===== src/rtl/writeback_queue.sv =====
// writeback_queue: in-order write-back buffer in front of the 32x32 register file.
// Accepts register writes over a valid/ready handshake, drains at most one entry
// per cycle onto the single register-file write port, and forwards the youngest
// queued value for two read indices.
//
// Ports:
//   clk, rstn                       clock, asynchronous active-low reset
//   in_valid/in_addr/in_data        producer write request
//   in_ready                        queue accepts this cycle (also while draining a full queue)
//   wb_stall                        hold the head entry this cycle
//   wb_wen/wb_addr/wb_data          register-file write port (zero when idle)
//   fwd_addr1/2                     lookup indices (tie to register-file read indices)
//   fwd_hit1/2, fwd_data1/2         youngest queued match for each lookup
//   count                           occupied entries
//
// Build option: define WBQ_FORWARD_EN to build the forwarding comparators;
// without it fwd_hit*/fwd_data* are tied to zero.
module writeback_queue #(
    parameter int unsigned DATA_WIDTH = 32,
    parameter int unsigned ADDR_WIDTH = 5,
    parameter int unsigned DEPTH      = 4
) (
    input  logic                    clk,
    input  logic                    rstn,
    input  logic                    in_valid,
    input  logic [ADDR_WIDTH-1:0]   in_addr,
    input  logic [DATA_WIDTH-1:0]   in_data,
    output logic                    in_ready,
    input  logic                    wb_stall,
    output logic                    wb_wen,
    output logic [ADDR_WIDTH-1:0]   wb_addr,
    output logic [DATA_WIDTH-1:0]   wb_data,
    input  logic [ADDR_WIDTH-1:0]   fwd_addr1,
    input  logic [ADDR_WIDTH-1:0]   fwd_addr2,
    output logic                    fwd_hit1,
    output logic                    fwd_hit2,
    output logic [DATA_WIDTH-1:0]   fwd_data1,
    output logic [DATA_WIDTH-1:0]   fwd_data2,
    output logic [$clog2(DEPTH):0]  count
);

    localparam int unsigned PTR_W = $clog2(DEPTH);
    localparam int unsigned CNT_W = PTR_W + 1;

    logic [ADDR_WIDTH-1:0] addr_q [DEPTH];
    logic [DATA_WIDTH-1:0] data_q [DEPTH];
    logic [PTR_W-1:0]      wr_ptr_q, wr_ptr_d;
    logic [PTR_W-1:0]      rd_ptr_q, rd_ptr_d;
    logic [CNT_W-1:0]      count_q, count_d;

    logic deq;
    logic enq;

    // Handshake and head presentation
    assign deq      = (count_q != '0) && !wb_stall;
    assign in_ready = (count_q < CNT_W'(DEPTH)) || deq;
    // x0 writes complete the handshake but never occupy an entry
    assign enq      = in_valid && in_ready && (in_addr != '0);

    assign wb_wen  = deq;
    assign wb_addr = deq ? addr_q[rd_ptr_q] : '0;
    assign wb_data = deq ? data_q[rd_ptr_q] : '0;
    assign count   = count_q;

    // Next-state for pointers and occupancy
    always_comb begin
        wr_ptr_d = wr_ptr_q;
        rd_ptr_d = rd_ptr_q;
        count_d  = count_q;
        if (enq) begin
            wr_ptr_d = wr_ptr_q + PTR_W'(1);
        end
        if (deq) begin
            rd_ptr_d = rd_ptr_q + PTR_W'(1);
        end
        if (enq && !deq) begin
            count_d = count_q + CNT_W'(1);
        end else if (!enq && deq) begin
            count_d = count_q - CNT_W'(1);
        end
    end

    // Control state; entry storage is intentionally left uncleared by reset
    always_ff @(posedge clk or negedge rstn) begin
        if (!rstn) begin
            wr_ptr_q <= '0;
            rd_ptr_q <= '0;
            count_q  <= '0;
        end else begin
            wr_ptr_q <= wr_ptr_d;
            rd_ptr_q <= rd_ptr_d;
            count_q  <= count_d;
        end
    end

    // Entry storage
    always_ff @(posedge clk) begin
        if (enq) begin
            addr_q[wr_ptr_q] <= in_addr;
            data_q[wr_ptr_q] <= in_data;
        end
    end

`ifdef WBQ_FORWARD_EN
    // Walk entries oldest to youngest so the last match wins
    always_comb begin
        fwd_hit1  = 1'b0;
        fwd_hit2  = 1'b0;
        fwd_data1 = '0;
        fwd_data2 = '0;
        for (int unsigned i = 0; i < DEPTH; i++) begin
            if (CNT_W'(i) < count_q) begin
                if ((fwd_addr1 != '0) && (addr_q[rd_ptr_q + PTR_W'(i)] == fwd_addr1)) begin
                    fwd_hit1  = 1'b1;
                    fwd_data1 = data_q[rd_ptr_q + PTR_W'(i)];
                end
                if ((fwd_addr2 != '0) && (addr_q[rd_ptr_q + PTR_W'(i)] == fwd_addr2)) begin
                    fwd_hit2  = 1'b1;
                    fwd_data2 = data_q[rd_ptr_q + PTR_W'(i)];
                end
            end
        end
    end
`else
    // No comparators; consumers must resolve hazards by stalling
    logic unused_fwd_addr;
    assign unused_fwd_addr = ^{fwd_addr1, fwd_addr2};
    assign fwd_hit1  = 1'b0;
    assign fwd_hit2  = 1'b0;
    assign fwd_data1 = '0;
    assign fwd_data2 = '0;
`endif

endmodule


===== config.mk =====
export PLATFORM = sky130hd
export DESIGN_NAME = writeback_queue
export DESIGN_NICKNAME = d
export VERILOG_FILES = /design/src/rtl/writeback_queue.sv
export SDC_FILE = /design/constraint.sdc
export NUM_CORES = 1
export LEC_CHECK = 0
export ABC_AREA = 1
export CORE_ASPECT_RATIO = 1.1
export CORE_UTILIZATION = 50
export DETAILED_ROUTE_END_ITERATION = 7
export PLACE_DENSITY = 0.76
export REMOVE_ABC_BUFFERS = 1
export SLEW_MARGIN = 20
export SYNTH_ARGS = -nofsm -noshare
export SYNTH_HDL_FRONTEND = slang
export SYNTH_SLANG_ARGS = --single-unit

===== constraint.sdc =====
create_clock -name clk -period 3.7 [get_ports clk]
set_input_delay 1.11 -clock clk [delete_from_list [all_inputs] [get_ports clk]]
set_output_delay 1.11 -clock clk [all_outputs]
set_load 0.01 [all_outputs]

# [Word-level counts from Yosys, hierarchy flattened]
# Memory sizes are Yosys's and may differ from the RTL's.
# Cells that the tools add are included.
# Widths: inputs -> output; s select.
[word_totals] memories=2 register_bits=7 ramBits=148 output_inout_bits=108
[mem_list] memory="data_q" depth=4 word_bits=32 rd=1 rd_ports_with_merged_regs=0 wr=1 line="46" rtl="logic [DATA_WIDTH-1:0] data_q [DEPTH];"
[mem_list] memory="addr_q" depth=4 word_bits=5 rd=1 rd_ports_with_merged_regs=0 wr=1 line="45" rtl="logic [ADDR_WIDTH-1:0] addr_q [DEPTH];"
[classes] magnitude_cmp=1 n_reduce_logical=12 addsub=4 n_mux=6
[op_table] op="$mux 32" count=1
[op_table] op="$mux 3" count=2
[op_table] op="$logic_and 1x1->1" count=5
[op_table] op="$mux 5" count=1
[op_table] op="$reduce_bool 5->1" count=1
[op_table] op="$add 2x1->2 const B" count=2
[op_table] op="$add 3x1->3 const B" count=1
[op_table] op="$logic_not 1->1" count=3
[op_table] op="$lt 3x3->1 const B" count=1
[op_table] op="$reduce_bool 3->1" count=1
[op_table] op="$sub 3x1->3 const B" count=1
[op_table] op="$mux 1" count=2
[op_table] op="$reduce_bool 2->1" count=1
[op_table] op="$logic_or 1x1->1" count=1

# [Longest topological paths before layout]
[depth] depth_word=9 depth_mapped=12

# [Worst setup path before layout]
# Ideal clock, no wire load.
[synth_timing] path_kind="input port to flip-flop" startpoint="in wb_stall" endpoint="mem addr_q[0][0], enable pin" slack_ps=162 required_time_ps=3269 arrival_time_ps=3107 stages=4 path_cell_list="nand2_1 > and2_1 > nand2_1 > nor2_1"
[synth_via] elab_chain_cells=7
[synth_lines] element="start: declaration" line="29" rtl="input logic wb_stall,"
[synth_lines] element="$logic_not 1->1" line="55" rtl="assign deq = (count_q != '0) && !wb_stall;"
[synth_lines] element="$logic_and 1x1->1" line="55"
[synth_lines] element="$logic_or 1x1->1" line="56" rtl="assign in_ready = (count_q < CNT_W'(DEPTH)) || deq;"
[synth_lines] element="$logic_and 1x1->1 (2 in series)" line="58" rtl="assign enq = in_valid && in_ready && (in_addr != '0);"
[synth_lines] element="$mux 1" line="98" rtl="if (enq) begin"
[synth_lines] element="$mux 1 (not written as such)" line="99" rtl="addr_q[wr_ptr_q] <= in_addr;"
[synth_lines] element="end: declaration" line="45"
# No other way between the ends.

# [Worst setup path in the final report]
[layout_timing] startpoint="in wb_stall" endpoint="out wb_wen"
[layout_via] elab_chain_cells=2
[layout_lines] element="$logic_not 1->1" line="55"
[layout_lines] element="$logic_and 1x1->1" line="55"
[layout_lines] element="end: declaration" line="30" rtl="output logic wb_wen,"
# No other way between the ends.

==> run summary <==
## Status
• result of the run: finished, final reports clean

## Layout
• non-filler cells in the finished layout: 1005
• Fill cells: 1082
• number of nets in the finished design: 862
• area of the multi-input gates: 0.001624 mm²
• share of layout cells above drive strength 1: 6.977%
• total area of sequential cells: 0.004622 mm²
• Area Growth Syn to Fin: 20.13%
• Antenna Cells: 0

## Critical path
• first element of the critical path: wb_stall
• critical path data arrival time: 2.51 ns
• Critical Path Fanout Max: 16
• required time at the worst-slack endpoint: 2.59 ns
• capture instance of the worst register-to-register path: count[2]$_DFFE_PN0P_
• register-to-register setup slack: 1.72 ns
• Max stage delay on crit path: 0.56 ns
• cell depth of the worst flop-to-flop path: 12
• critical path, cell by cell: clkdlybuf4s50_1, inv_1, nand2_2, buf_12, inv_1, clkdlybuf4s50_1
• slowest cell on the critical path: sky130_fd_sc_hd__clkdlybuf4s50_1
• critical path capture point: wb_wen
• nature of the critical path startpoint: primary input
• nature of the critical path endpoint: output port
• Crit Reg-Reg Startpoint: count[2]$_DFFE_PN0P_
• class of the most critical setup path: primary input to output port

## Power and ir drop
• sequential group share of total power: 39.0%
• combinational fraction of design power: 33.8%
• switch share: 34.05%
• Clock power frac: 27.1%
• leak pwr: 4.124 nW
• internal power: 4.034 mW
• power density over the cells: 703.8 mW/mm²
• largest vdd supply drop: 322.7 µV
• switching pwr: 2.082 mW
• final total power: 6.116 mW

## Global route
• Overflow after GRT: 0
• GRT Resource Usage Total: 19.00%
• number of global-route vias before repair: 4283
• pin count of the biggest net entering global routing: 51
• initial antenna violation count: 1
• wire length of the first global-routing pass: 20790 µm

## Timing
• minimum hold slack: 0.5524 ns
• share of the cycle needed by the critical path after routing: 97.91%
• worst relative slew slack: 63.72%
• number of setup violations in the final report: 0
• Total Neg Setup Slack: 0 ns
• RSZ-0062 raised after global routing: false
• highest achievable clock rate: 276.0 MHz
• slew at the pin closest to its max-slew limit: 0.5442 ns
• number of failing hold endpoints at the final stage: 0
• Final Max Slew Viols: 0
• Setup Skew: 0.01659 ns
• Final min period: 3.623 ns

## Routing
• sum of routed wire length over all layers: 13440 µm
• routed via count: 4625
• Initial DRT Pass Iterations: 4
• average vias per placed instance: 4.602
• first-iteration detailed-routing DRC count: 343
• Routed wire per std cell: 13.37 µm
• antenna-violating nets left: 0
• number of remaining DRC errors: 0

## Run
• maxcap violations: 0

## Synthesis
• count of unique library cells instantiated by Yosys: 20
• Synth async-reset ratio: 4.516%
• top_reg_cell synth: sky130_fd_sc_hd__edfxtp_1
• number of storage elements in the synthesis netlist: 155
• synthesized area per cell: 10.13 µm²
• synthesized instance count: 714
• Syn. warnings: 0
• adder-cell share of the synthesized area: 1.142%
• cell accounting for the most synthesized area: sky130_fd_sc_hd__edfxtp_1
• share of synthesized cell area in and, or, nand and nor gates: 14.50%
• most frequent cell after synthesis: sky130_fd_sc_hd__nand2_1
• main combinational cell family by area after synthesis: buffers and inverters
• area fraction of the dominant cell type after synthesis: 61.44%
• multiplexer share of the synthesized area: 0%
• top cells by area in the synthesized netlist: sky130_fd_sc_hd__edfxtp_1, sky130_fd_sc_hd__nand2_1, sky130_fd_sc_hd__inv_1, sky130_fd_sc_hd__buf_4, sky130_fd_sc_hd__nand3_1
• sequential fraction of the synthesis area: 63.86%
• cell types with the highest counts after synthesis: sky130_fd_sc_hd__nand2_1, sky130_fd_sc_hd__inv_1, sky130_fd_sc_hd__edfxtp_1
• synthesized-area fraction occupied by xor and xnor cells: 0.2422%
• number of enable-type register cells in the synthesized netlist: 148
• compound-gate portion of the synthesized area: 2.698%
• mapped cell area: 0.007233 mm²

## Die
• overall die width: 116.7 µm
• die boundary height: 128.1 µm
• DIE AREA: 0.01495 mm²
• Initial Util: 51.80%
• number of cell rows: 45
• IO Count: 159
• Core Region: 0.01396 mm²

## Clocking
• maximum level of the CTS H-tree: 4
• Num CTS Buffers: 17
• maximum buffer depth of the clock tree: 2
• CTS tree: yes
• insertion delay of the later-clocked pin in the worst-skew pair: 0.42 ns
• clock root cell: sky130_fd_sc_hd__clkbuf_16
• Clock transition at path regs: 0.06 ns
• number of buffers inserted for hold repair after clock tree synthesis: 0
• post-CTS repair timing setup buffer count: 0
• total number of clock tree sinks: 155

## Place
• Cell Count Post-Placement: 974
• weighted congestion reported at the end of routability-driven placement: 0.6977
• number of I/O port buffers: 82
• DP Wirelength: 8099 µm

## Hold path
• path category of the worst min-delay check: flop to flop

[per-layer routing]
layer / part of all wire, % / vias up / wire [µm] / global-route usage (%)
met1: 42 / 2148 / 5596 / 22.45
li1: - / 2287 / - / -
met4: 0.80 / 2 / 107 / 8.414
met2: 51 / 178 / 6910 / 32.96
met3: 6.0 / 10 / 813 / 4.208
met5: 0.097 / - / 13 / 0
[cell type report]
cell class,instances,share of cell area (%)
clock buffers,18,4.939
clock inverters,13,1.656
inverters,165,7.127
multi-input cells,365,18.69
flip-flops and latches,155,53.19
well taps,188,2.707
repair buffers,101,11.69
[state kept, by name, indices dropped and copies added (netlist names)]
name and flops:
addr_q 20, wr_ptr_q 2, data_q 128, rd_ptr_q 2, count 3
[cells in the final DEF, fill, tap and decap left out, drive strengths merged, types with 7 or more instances in the layout]
| cell type | count |
|---|---|
| a21oi | 37 |
| buf | 19 |
| clkbuf | 18 |
| clkdlybuf4s50 | 45 |
| conb | 66 |
| dfrtp | 7 |
| dlygate4sd2 | 24 |
| dlymetal6s2s | 13 |
| edfxtp | 148 |
| inv | 168 |
| nand2 | 165 |
| nand3 | 78 |
| nor2 | 7 |
[cells by family after synthesis]
| family | after synthesis |
|---|---|
| and+or+nand+nor | 252 |
| xor gates and xnor gates | 2 |
| DFF | 155 |
| buffers and inverters | 259 |
| AOI/OAI and AO/OA | 39 |
| adders and majority gates | 6 |
| other | 1 |
[critical path: cells and delay by family]
| family | cells | cell delay (ns) |
|---|---|---|
| buffers and inverters | 5 | 1.29 |
| AND/OR/NAND/NOR | 1 | 0.11 |
[through the flow]
| stage | util (%) | instance area, µm² | worst slack (ns) |
|---|---|---|---|
| after floorplan | - | 6830 | -0.1601 |
| after global placement | 58.11 | 8114 | -0.07237 |
| after detailed placement | 58.11 | 8114 | -0.08099 |
| after CTS | 62.00 | 8657 | 0.0004159 |
| after global routing | 62.23 | 8690 | 0.003899 |
| final | 62.23 | 8690 | 0.07722 |
[worst min path at each step]
stage | depth (start not counted) | endpoint | slack (ns) | start
floorplan | 2 | wr_ptr_q[1]$_DFFE_PN0P_ | 0.49 | wr_ptr_q[1]$_DFFE_PN0P_
global placement | 2 | wr_ptr_q[1]$_DFFE_PN0P_ | 0.52 | wr_ptr_q[1]$_DFFE_PN0P_
detailed placement | 2 | wr_ptr_q[1]$_DFFE_PN0P_ | 0.53 | wr_ptr_q[1]$_DFFE_PN0P_
CTS | 2 | wr_ptr_q[1]$_DFFE_PN0P_ | 0.55 | wr_ptr_q[1]$_DFFE_PN0P_
global route | 2 | wr_ptr_q[1]$_DFFE_PN0P_ | 0.58 | wr_ptr_q[1]$_DFFE_PN0P_
finish | 2 | wr_ptr_q[1]$_DFFE_PN0P_ | 0.55 | wr_ptr_q[1]$_DFFE_PN0P_
[what timing repair did]
action / 4_1_cts / 5_1_grt
pin swaps: 0 / 0
setup endpoints to repair: 24 / 13
gates resized for setup: 24 / 13
[power by group through the flow]
| stage | Clock [mW] | Sequential, mW | Combinational, mW |
|---|---|---|---|
| 6_report | 1.66 | 2.39 | 2.07 |
| 5_1_grt | 1.76 | 2.42 | 2.30 |
| 4_1_cts | 1.68 | 2.39 | 2.12 |
| 3_5_place_dp | 0 | 2.42 | 2.19 |
| 3_3_place_gp | 0 | 2.41 | 2.14 |
| 2_1_floorplan | 0 | 2.51 | 1.09 |
Note: power is estimated with default switching activity, not from simulation.
